## src/rtl/i_fetch_queue.sv

```systemverilog
// Instruction fetch queue: in-order {pc, instr} buffer between icache and decode.
// Latency: push visible at head 1 cycle later; no in->out bypass.
// Backpressure: in_ready = not full (independent of out_ready); redirect/reset drop all entries.
module i_fetch_queue #(
  parameter int DEPTH      = 4,
  parameter int ADDR_WIDTH = 26,
  parameter int DATA_WIDTH = 32
) (
  input  logic                     clk,
  input  logic                     rst,
  input  logic                     i_flush,
  input  logic                     in_valid,
  input  logic [ADDR_WIDTH-1:0]    in_pc,
  input  logic [DATA_WIDTH-1:0]    in_instr,
  output logic                     in_ready,
  output logic                     out_valid,
  output logic [ADDR_WIDTH-1:0]    out_pc,
  output logic [DATA_WIDTH-1:0]    out_instr,
  input  logic                     out_ready,
  output logic [$clog2(DEPTH):0]   o_count
);

  localparam int AW = $clog2(DEPTH);
  localparam int CW = AW + 1;

  // Pointer arithmetic relies on natural wrap, so DEPTH must be a power of two.
  if (DEPTH < 2 || (DEPTH & (DEPTH - 1)) != 0) begin : g_bad_depth
    $error("i_fetch_queue: DEPTH must be a power of two and >= 2");
  end

  logic [ADDR_WIDTH-1:0] pc_mem    [DEPTH];
  logic [DATA_WIDTH-1:0] instr_mem [DEPTH];
  logic [AW-1:0]         wr_ptr;
  logic [AW-1:0]         rd_ptr;
  logic [CW-1:0]         count;
  logic                  push;
  logic                  pop;

  // Handshakes: full refuses pushes even if decode pops this cycle, so in_ready
  // never depends on out_ready.
  assign in_ready  = (count != CW'(DEPTH));
  assign out_valid = (count != '0);
  assign push      = in_valid & in_ready;
  assign pop       = out_valid & out_ready;
  assign out_pc    = pc_mem[rd_ptr];
  assign out_instr = instr_mem[rd_ptr];
  assign o_count   = count;

  // Pointer and occupancy update; reset beats flush, flush beats push/pop.
  always_ff @(posedge clk) begin
    if (rst) begin
      wr_ptr <= '0;
      rd_ptr <= '0;
      count  <= '0;
    end else if (i_flush) begin
      wr_ptr <= '0;
      rd_ptr <= '0;
      count  <= '0;
    end else begin
      if (push) wr_ptr <= wr_ptr + AW'(1);
      if (pop)  rd_ptr <= rd_ptr + AW'(1);
      case ({push, pop})
        2'b10:   count <= count + CW'(1);
        2'b01:   count <= count - CW'(1);
        default: count <= count;
      endcase
    end
  end

  // Storage: zeroed on reset so the head reads 0 afterwards; otherwise written
  // only on push (pop and flush leave stale contents in place).
  always_ff @(posedge clk) begin
    if (rst) begin
      for (int i = 0; i < DEPTH; i++) begin
        pc_mem[i]    <= '0;
        instr_mem[i] <= '0;
      end
    end else if (push && !i_flush) begin
      pc_mem[wr_ptr]    <= in_pc;
      instr_mem[wr_ptr] <= in_instr;
    end
  end

  // Occupancy sanity: never above DEPTH, never popped while empty.
  always_ff @(posedge clk) begin
    if (!rst) begin
      assert (count <= CW'(DEPTH));
      assert (!(pop && count == '0));
    end
  end

endmodule

```

## config.mk

```make
export PLATFORM = sky130hd
export DESIGN_NAME = i_fetch_queue
export DESIGN_NICKNAME = d
export VERILOG_FILES = /design/src/rtl/i_fetch_queue.sv
export SDC_FILE = /design/constraint.sdc
export NUM_CORES = 1
export LEC_CHECK = 0
export CAP_MARGIN = 20
export CELL_PAD_IN_SITES_DETAIL_PLACEMENT = 0
export CELL_PAD_IN_SITES_GLOBAL_PLACEMENT = 1
export CORE_MARGIN = 2
export CORE_UTILIZATION = 58
export CTS_BUF_LIST = sky130_fd_sc_hd__clkbuf_4 sky130_fd_sc_hd__clkbuf_8 sky130_fd_sc_hd__clkbuf_16
export DETAILED_ROUTE_END_ITERATION = 7
export DONT_BUFFER_PORTS = 1
export MAX_ROUTING_LAYER = met4
export PLACE_DENSITY_LB_ADDON = 0.08
export SETUP_SLACK_MARGIN = 0.2
export SLEW_MARGIN = 20
export SYNTH_ARGS = -nofsm -noshare
export SYNTH_HDL_FRONTEND = slang
export SYNTH_SLANG_ARGS = --single-unit
```

## constraint.sdc

```tcl
create_clock -name clk -period 13.4 [get_ports clk]
set_clock_uncertainty 0.2 [all_clocks]
set_input_delay 2.68 -clock clk [delete_from_list [all_inputs] [get_ports clk]]
set_output_delay 2.68 -clock clk [all_outputs]
set_load 0.005 [all_outputs]
```

After elaboration in Yosys (flattened, before gate mapping)

Memories as Yosys holds them, arrays and structs flattened. A register that Yosys moved wholly into a read port is not among the register bits.
Index checks and enable logic that the tools add are counted.

Equal/unequal tests: 3
Add/sub/neg operators: 4
Mux-type cells: 16
Bitwise operators: 2
Reduce and logical (&&, ||, !) cells: 7

Operator list:

| operator            | count |
|---|---|
| $mux 32             | 1 |
| $reduce_or 32->1    | 1 |
| $mux 26             | 1 |
| $reduce_or 26->1    | 1 |
| $mux 2              | 6 |
| $mux 1              | 7 |
| $pmux 3 s2          | 1 |
| $add 2x1->2 const B | 2 |
| $add 3x1->3 const B | 1 |
| $ne 3x3->1 const B  | 1 |
| $reduce_bool 3->1   | 1 |
| $sub 3x1->3 const B | 1 |
| $and 1x1->1         | 2 |
| $eq 2x1->1 const B  | 1 |
| $eq 2x2->1 const B  | 1 |
| $reduce_bool 2->1   | 1 |
| $reduce_or 2->1     | 1 |
| $logic_and 1x1->1   | 1 |
| $logic_not 1->1     | 1 |

Input port bits: 63
Register bits: 7
Memory bits (writable): 232
Memories kept: 2
Word-level logic and storage cells: 37

Memory list:

| name      | words | bits a word | rd ports | clocked after Yosys merged registers in | wr ports | RTL line | text |
|---|---|---|---|---|---|---|---|
| instr_mem | 4     | 32          | 1        | 1                                       | 4        | 32       | `logic [DATA_WIDTH-1:0] instr_mem [DEPTH];` |
| pc_mem    | 4     | 26          | 1        | 1                                       | 4        | 31       | `logic [ADDR_WIDTH-1:0] pc_mem [DEPTH];` |

Longest topological paths before layout

Gate-level depths: netlist of the first run.

Depth in word-level cells: 8
Depth in mapped cells: 9
Depth with buffers taken out: 9

Worst setup path after synthesis of the first run

OpenSTA, ideal clock, no wires.

Kind: in2reg
From: input in_valid
To: memory instr_mem[3][0], enable pin
Path slack: 3872 ps
Data arrival time: 8695 ps
Library setup time: 633 ps
Path buffers: 0
Cell stages on the path: 2
Cell sequence: inv_1 > o41ai_1

RTL lines:

| element            | RTL line | text |
|---|---|---|
| start: declaration | 12       | `input logic in_valid,` |
| end: declaration   | 32       |  |

==> results by stage, run 1 <==
Synthesis:
- The total standard cell area after synthesis is 10,400 µm².
- After synthesis the netlist holds a flip-flop and latch count of 241.
- The count of different cell masters after synthesis is 33.
- The synthesized design contains 232 enable-type register cells.
- Of the post-synthesis cell area, the dominant cell type holds 0.667.
- The prevailing post-synth register cell is edfxtp_1.
- The count of warnings emitted by yosys is 0.
- When the netlist entered floorplanning its net count stood at 679.
- The share of flip-flops with an asynchronous set or reset is 0.
- In the post-synthesis netlist, the biggest area contributors are edfxtp_1, and2_1, mux4_2.
- The part of the Yosys area used for sequential elements is 0.684.
- The cell type with the largest total area after synthesis is edfxtp_1.
- Averaged over all synthesized cells, the footprint is 17.0 µm².
- Synthesis produced a netlist whose cell count is 614.

Setup path:
- At the worst endpoint, the required time is 10,520 ps.
- The critical path ends at out_pc[2].
- The startpoint identified for the worst register-to-register timing path is o_count[0].
- The element type at the critical path start is a flop.
- The worst register-to-register path has a setup slack of 10,420 ps.
- The critical path is of the reg -> out type.
- The signal on the critical path passes through buf_4 -> mux4_2.
- The category of the worst setup path capture point is an output pin.
- The buffering stage count on the worst path with inverters included is 1.
- The library cell contributing the largest single delay on the critical path is buf_4.
- The instance count on the critical path is 2.
- The terminus of the critical flop-to-flop path is pc_mem[2][13].
- On the worst path, the slowest cell contributes a delay of 740 ps.
- The largest delay contributor family on the critical path is buffers and inverters.
- Data on the critical path arrives at its endpoint at 2540 ps.
- The maximum net fanout on the critical path is 40.
- The logic depth of the worst register-to-register path is 4.

Hold path:
- The tightest min-delay check is of the reg -> reg type.

Floorplan:
- The die is 138 µm wide.
- The number of core rows is 49.
- The die is 138 µm tall.
- The die covers 19,100 µm².
- The total area inside the core boundary comes to 17,800 µm².
- The I/O pin count is 126.
- The initial core utilization is 0.585.

Routing:
- The count of TritonRoute iterations in the first routing pass is 4.
- The residual DRC count is 0.
- The iteration-0 DRC count of the detailed router is 388.
- In the final routed layout, each cell accounts on average for 23.2 µm.
- The total wire length is 19,800 µm.
- The via-per-instance ratio is 5.91.
- The remaining antenna violation count after routing is 0.
- The detailed router placed 5,051 vias in this run.

CTS:
- In this run, CTS created clock tree buffers numbering 24.
- Post-CTS timing repair inserted 0 buffers for setup.
- The largest buffer count on any clock path is 3.
- The number of buffers inserted for hold repair after clock tree synthesis is 0.
- After clock tree synthesis, the repair step resized 0 gates.
- TritonCTS built the clock tree.
- After clock tree synthesis, the clock-pin slew on the worst setup and hold paths is 60 ps.
- In this run the clock root is driven by a clkbuf_16.
- CTS built an H-tree with a depth of 1.
- Clock tree synthesis found a total of 241 sinks.
- The clock reaches the later pin of the worst-skew pair after 510 ps.

Power and ir drop:
- After layout, the design draws a total of 0.00165 W.
- Power spread over the standard cell area amounts to 144 nW/µm².
- The peak ir drop on the vdd network is 0.106 mV.
- The analysis attributes to cell leakage a power of 4.07 nW.

GRT:
- The remaining global-route overflow is 0.
- The initial antenna violation count is 0.
- Across every metal layer, demand over resource in global routing totals 0.220.
- The first-pass GRT wire length is 31,300 µm.
- The maximum number of pins on one net before global-route repair is 60.
- The via count of the first global-routing pass is 5,533.

Timing:
- The worst setup margin is 7980 ps.
- The number of slew-limit violations in the final report is 0.
- Setup repair after global routing left no endpoint under its margin.
- The transition time at the pin with the least slew margin is 969 ps.
- The final clock period utilization by the worst path is 0.404.
- The count of endpoints failing hold in the final timing report is 0.
- The highest clock frequency the design can meet is 185 MHz.
- The worst path in the final design needs a cycle of 5420 ps, including I/O delays and setup.
- In this run the tightest slew margin relative to its limit is 0.354.
- The total setup violations reported at the end of the flow is 0.
- The sum of negative setup slack is 0 ps.

Final layout:
- The number of antenna diodes in the final layout is 0.
- After filler insertion, the fill cell instance count of the layout stands at 1,213.
- The summed area of non-filler cells in the final layout is 11,500 µm².
- The area added between synthesis and finish is 9.91%.
- Of the cells placed in the final design, the portion with a size suffix greater than 1 is 0.211.
- The total number of nets in the final design is 673.

Run status:
- The flow ran to the end, and the final reports show no timing, DRC or antenna violations.

Place:
- Timing analysis after detailed placement gives a worst setup slack of 8040 ps.
- Input and output buffers added on the ports amount to 0.
- The weighted congestion reported at the end of routability-driven placement is 0.833.
- Once placement finished, the instance area stood at 10,600 µm².
- The HPWL after detailed placement is 10,900 µm.

Run:
- The tool flagged a number of max-cap violations equal to 0.
cell families after synthesis:
kind of cell,after synthesis,synth area share
simple gates,256,0.159
buf+inv,44,0.0193
xor+xnor,4,0.00336
flops,241,0.684
compound gates,9,0.00563
fa+ha+maj,2,0.00312
mux,58,0.125
cell type report:
class / count / area, µm² / share of cell area
Inverter: 6 / 22.5 / 0.00196
Timing Repair Buffer: 6 / 45.0 / 0.00392
Clock buffer: 29 / 656 / 0.0571
Multi-Input combinational cell: 329 / 3110 / 0.271
Clock inverter: 15 / 199 / 0.0173
Tap cell: 229 / 287 / 0.0250
Sequential cell: 241 / 7150 / 0.623
through the flow:
step / hold WS, ps / util / std cells
finish: 337 / 0.643 / 855
global route: 375 / 0.643 / 855
CTS: 334 / 0.643 / 855
detailed placement: 316 / 0.595 / 811
global placement: 305 / 0.595 / 811
floorplan: 285 / - / 614
report_power, final:
group,internal [W],switching (W)
clock,0.000445,0.000270
combinational,0.0000256,0.0000375
sequential,0.000859,0.0000113
total,0.00133,0.000318
worst min-delay path by stage:
stage | start | endpoint | slack, ps | cells past startpoint
6_report | rd_ptr[1] | rd_ptr[1] | 340 | 2
5_1_grt | rd_ptr[1] | rd_ptr[1] | 380 | 2
4_1_cts | rd_ptr[1] | rd_ptr[1] | 330 | 2
3_5_place_dp | rd_ptr[1] | flop | 320 | 2
3_3_place_gp | rd_ptr[1] | flop | 310 | 2
2_1_floorplan | rd_ptr[1] | flop | 280 | 2
routing by layer:
layer | up-vias | track usage | share of wire
met5 | - | - | 0
met4 | 0 | 0.0639 | 0.022
met3 | 31 | 0.0585 | 0.083
met2 | 168 | 0.338 | 0.48
met1 | 2598 | 0.295 | 0.42
li1 | 2254 | - | -
cell usage after synthesis, types with 2 or more instances:
cell type	instances
or2_2	3
buf_6	2
clkbuf_1	17
clkbuf_2	7
a21oi_1	3
o21ai_0	2
buf_2	7
or3_1	3
edfxtp_1	232
and2_1	216
and2_2	16
nor2_1	7
inv_1	6
nand2_1	3
nor4_4	2
buf_1	4
xor2_1	3
mux4_2	58
dfxtp_1	9
flip-flops by register name, summed over array words and instances, names as in the netlist, named ones only:
register   flops
instr_mem    128
pc_mem       104
o_count        3
rd_ptr         2
wr_ptr         2
cells in the final DEF (no fill, tap or decap), types with 2 or more instances in the layout:
cell type    n
a21oi_1      3
and2_1     216
and2_2      16
buf_4        6
bufinv_16    5
clkbuf_16   25
clkbuf_4     4
clkinv_1     4
clkinv_2     5
dfxtp_1      7
dfxtp_4      2
edfxtp_1   232
inv_1        6
mux4_2      58
nand2_1      3
nor2_1       7
nor4_4       2
o21ai_0      2
or2_4        3
or3_1        3
xor2_1       3
tightest hold or removal path, delay by kind of cell (launching register included):
kind	cells	cell delay, ps
DFF	1	320
and+or+nand+nor	1	110
xor gates and xnor gates	1	60
No activity file was read; power rests on OpenSTA's default activity.
==> run 2, diff against run 1 <==
- CORE_UTILIZATION: 58 -> 54
- clock period: 13.4 -> 5 ns (I/O delays scaled with it)
==> results by stage, run 2 (synthesized netlist as in run 1, its figures left out) <==
Final layout:
- Leaving out fill and tap cells, the most frequent cell in the layout is edfxtp_1.
- In the layout the commonest cells are edfxtp_1, and2_1, mux4_2.
- The register containing the most flip-flops in the final layout is instr_mem.
- Leaving out filler cells and counting taps, the final layout contains 889.
- The net count of the finished layout is 676.
- The flip-flop count of the largest register after layout is 128.
- The area added between synthesis and finish is 9.68%.
- The proportion of layout cells with a drive suffix above 1 is 0.215.
- After filler insertion, the fill cell instance count of the layout stands at 1,408.
- The repair_antennas step left the layout with diodes totalling 0.

Routing:
- Using the TritonRoute via totals, the vias-per-cell ratio works out to 5.61.
- For this run, design rule violations remaining after detail routing come to 0.
- The total wire length is 20,300 µm.
- The via count is 4,989.
- In the final routed layout, each cell accounts on average for 22.8 µm.
- The remaining antenna violation count after routing is 0.
- The iteration-0 DRC count of the detailed router is 304.
- The count of TritonRoute iterations in the first routing pass is 5.

CTS:
- After clock tree synthesis, the repair step resized 0 gates.
- The number of buffers inserted for hold repair after clock tree synthesis is 0.
- The clock transition at the register clock pins on the worst setup and hold paths after CTS is 60 ps.
- For the worst-skew pair, the clock arrives at the later sink with an insertion delay of 500 ps.
- Buffers inserted during clock tree synthesis total 24.
- Clock tree synthesis found a total of 241 sinks.
- TritonCTS built the clock tree.
- The root buffer cell chosen for the clock tree is clkbuf_16.
- The number of levels the H-tree was split into is 1.
- The largest buffer count on any clock path is 3.
- The number of setup buffers added after CTS is 0.

Place:
- The post-placement cell count is 845.
- The wire-length estimate of the detail-placed layout is 10,800 µm.
- The weighted congestion reported at the end of routability-driven placement is 0.734.
- The number of I/O port buffers is 0.

Floorplan:
- The floorplan step defined a die boundary enclosing 20,500 µm².
- The die is 143 µm tall.
- The core region is 18,800 µm².
- The initial core utilization is 0.555.
- The I/O pin count is 126.
- Row generation in the floorplan step produced 50 rows.
- In this run the horizontal extent of the chip is 143 µm.

Timing:
- After routing, the total negative slack on setup checks comes to 0 ps.
- Setup violations remaining at the end of the flow were counted as 0.
- The number of slew-limit violations in the final report was 0.
- At the pin with the least slew margin, the transition time is 984 ps.
- Timing would allow up to 280 MHz.
- In this run the tightest slew margin relative to its limit is 0.344.
- The final clock period utilization by the worst path is 0.713.
- The clock period could shrink to 3570 ps.
- The count of endpoints failing hold in the final timing report is 0.
- Setup repair after global routing left no endpoint under its margin.

Setup path:
- The worst setup path is launched from a flop.
- The critical path is of the reg -> out type.
- The minimum setup slack among reg-to-reg paths is 2130 ps.
- The category of the worst setup path capture point is an output pin.
- The logic depth of the worst register-to-register path is 9.
- The maximum net fanout on the critical path is 31.
- The required time reported for the critical path endpoint is 3800 ps.
- The arrival time at the worst endpoint is 2370 ps.

Run:
- The number of max-capacitance violations reported is 0.

GRT:
- The initial antenna violation count is 0.
- The via count of the first global-routing pass is 5,389.
- The first-pass GRT wire length is 31,100 µm.
- Entering global routing, the biggest net connects 60 pins.
- Global routing finished with a remaining overflow of 0.
- For this run, the total global-route usage over all layers was measured as 0.212.

Run status:
- The flow ran to the end, and the final reports show no timing, DRC or antenna violations.

Hold path:
- The cell count of the worst hold path is 2.
- The type of the worst min-delay path is reg -> reg.

Power and ir drop:
- The total leakage power is 4.05 nW.
- In this run the power density over the cells is 369 nW/µm².
- IR analysis of the VDD net gives a maximum drop of 0.257 mV.
[run 2: report_power, final]
group	internal (W)	switching (W)	leakage [nW]	total, W
sequential	0.00230	0.0000279	2.49	0.00233
clock	0.00100	0.000718	0.384	0.00172
combinational	0.0000695	0.000104	1.17	0.000173
[run 2: worst paths after layout]
kind,startpoint,endpoint
setup / recovery,flop,out_pc[14]
hold / removal,rd_ptr[1],flop
setup reg to reg,o_count[2],o_count[2]
hold reg to reg,rd_ptr[1],flop
[run 2: cell type report]
type / count / area [µm²] / share of cell area
Inverter: 6 / 22.5 / 0.00197
Multi-Input combinational cell: 329 / 3130 / 0.273
Clock inverter: 12 / 82.6 / 0.00721
Sequential cell: 241 / 7150 / 0.624
Tap cell: 260 / 325 / 0.0284
Timing Repair Buffer: 9 / 67.6 / 0.00590
Clock buffer: 32 / 678 / 0.0592
[run 2: metal layers]
| metal | part of all wire | wire, µm | GRT usage |
|---|---|---|---|
| met5 | 0 | 0 | - |
| met4 | 0.011 | 218 | 0.0391 |
| met2 | 0.50 | 10200 | 0.347 |
| met1 | 0.40 | 8060 | 0.270 |
| met3 | 0.090 | 1840 | 0.0604 |
[run 2: stage by stage]
stage	cell area (µm²)	utilization	hold WS [ps]	setup WS (ps)	total power, W
final	11500	0.608	334	1430	0.00423
after global routing	11500	0.608	392	1240	0.00436
after CTS	11500	0.608	342	1310	0.00427
after detailed placement	10700	0.568	329	1850	0.00255
after global placement	10700	0.568	318	1860	0.00255
after floorplan	10500	-	285	1250	0.00249
[run 2: critical path, cell delays in order, from the launching register on]
cell     delay, ps
dfxtp_4        800
buf_4          450
mux4_2         590
==> run 3, diff against run 2 <==
- CORE_UTILIZATION: 54 -> 48
- clock period: 5 -> 2.95 ns (I/O delays scaled with it)
==> results by stage, run 3 (synthesized netlist as in run 1, its figures left out) <==
Place:
- The worst slack after detailed placement is 527 ps.
- The weighted congestion reported at the end of routability-driven placement is 0.696.
- During placement, the flow inserted port buffers numbering 0.
- Once detailed placement completed, the half-perimeter wirelength came to 11,700 µm.
- In this run the cell area measured after placement is 10,900 µm².

Floorplan:
- For this configuration, the core starts out at a cell density of 0.494.
- The number of core rows is 53.
- 126 I/O pins were placed.
- The horizontal die dimension is 151 µm.
- The floorplan step defined a die boundary enclosing 23,000 µm².
- The die is 151 µm tall.
- The floorplan core area is 21,200 µm².

CTS:
- The number of clock buffers added by TritonCTS is 25.
- Clock-pin slew was measured on the worst setup and hold paths at 60 ps.
- Gates resized during post-CTS repair numbered 0.
- The largest buffer count on any clock path is 3.
- The number of setup buffers added after CTS is 0.
- Clock latency on the worst-skew pair, taken at its later pin, is 510 ps.
- The number of buffers inserted for hold repair after clock tree synthesis is 0.
- For this design, the sink count on the clock tree is 241.
- TritonCTS built the clock tree.
- CTS built an H-tree with a depth of 1.
- Clock tree synthesis selected as its root buffer the cell clkbuf_16.

Timing:
- The count of endpoints failing hold in the final timing report is 0.
- The number of slew-limit violations in the final report is 0.
- The worst path in the final design needs a cycle of 2630 ps, including I/O delays and setup.
- Setup violations remaining at the end of the flow were counted as 0.
- The transition time at the pin with the least slew margin is 673 ps.
- In the finished design, the share of the clock period the worst path needs comes to 0.893.
- The highest clock frequency the design can meet is 380 MHz.
- The sum of negative setup slack is 0 ps.
- The worst slew slack as a fraction of its limit is 0.551.
- Setup repair after global routing left no endpoint under its margin.
- Once routing completed, OpenROAD measured the worst setup slack at 315 ps.

Power and ir drop:
- The peak ir drop on the vdd network is 0.359 mV.
- Power spread over the standard cell area amounts to 616 nW/µm².
- The total leakage power is 4.14 nW.

Final layout:
- instr_mem holds more flip-flops than any other register.
- The area growth from synthesis to layout is 12.0%.
- The proportion of layout cells with a drive suffix above 1 is 0.227.
- In the final design database the tool counted 685 nets.
- The finished cells cover 11,700 µm².
- The library cell used most frequently in the layout, excluding fill and tap cells, is edfxtp_1.
- In the layout the commonest cells are edfxtp_1, and2_1, mux4_2.
- The antenna diode count is 0.
- The flip-flop count of the largest register after layout is 128.

Setup path:
- The arrival time at the worst endpoint is 1840 ps.
- The critical path is of the reg -> out type.
- The setup check on the worst reg-to-reg path leaves a slack of 610 ps.
- The worst setup path is launched from a flop.
- The maximum net fanout on the critical path is 19.
- The worst setup path is captured at an output pin.
- The required time reported for the critical path endpoint is 2160 ps.

Hold path:
- The tightest min-delay check is of the in -> reg type.

Routing:
- The count of TritonRoute iterations in the first routing pass is 4.
- The residual DRC count is 0.
- In the final routed layout, each cell accounts on average for 23.1 µm.
- The via-per-instance ratio is 5.51.
- After detailed routing, the total wire length is 21,100 µm.
- Summing over every cut layer, the via total after detailed routing is 5,028.
- The iteration-0 DRC count of the detailed router is 254.
- Once detail routing completed, the nets flagged for antenna violations numbered 0.

GRT:
- Entering global routing, the biggest net connects 60 pins.
- The first-pass GRT wire length is 31,700 µm.
- The via count of the first global-routing pass was 5,470.
- The initial antenna violation count came to 0.
- In the global route stage, overall resource usage came out at 0.195.
- After global routing the overflow that remains totals 0.

Run:
- The tool flagged a number of max-cap violations equal to 0.

Run status:
- The run finished with clean final reports.
-- run 3: cell type report --
type / count / area (µm²)
fill: 1683 / 9460
sequential: 241 / 7160
multi-input combinational: 329 / 3130
clock buffer: 36 / 733
tap: 275 / 344
timing repair buffer: 17 / 278
clock inverter: 9 / 38.8
inverter: 6 / 22.5
-- run 3: stage by stage --
stage          cells  hold WS, ps  power [W]   util
2_1_floorplan    614          285    0.00423      -
3_3_place_gp     868          306    0.00434  0.517
3_5_place_dp     868          326    0.00436  0.517
4_1_cts          913         50.6    0.00729  0.553
5_1_grt          913         45.1    0.00746  0.553
6_report         913         68.9    0.00721  0.553
-- run 3: power breakdown --
part           total (W)  switching, W  internal (W)
Clock            0.00293       0.00122       0.00172
Sequential       0.00394     0.0000394       0.00390
Combinational   0.000335      0.000192      0.000143
Total            0.00721       0.00145       0.00576
-- run 3: per-layer routing --
layer,share of wire,wire length (µm),vias to the layer above,GRT usage
met5,0,0,-,-
met4,0.014,287,0,0.0426
met3,0.077,1630,24,0.0569
met2,0.50,10600,120,0.322
met1,0.41,8600,2594,0.242
li1,-,-,2290,-
-- run 3: critical path: stages (launching register included) --
cell and delay (ps):
dfxtp_4 350, buf_4 370, mux4_2 610
-- run 3: path summary, 6_finish.rpt --
check             cells past startpoint         start                to
setup / recovery                      2          flop        out_pc[23]
hold reg to reg                       2     rd_ptr[0]              flop
setup reg to reg                      9    o_count[2]        o_count[2]
hold / removal                        1  in_instr[19]  instr_mem[3][19]
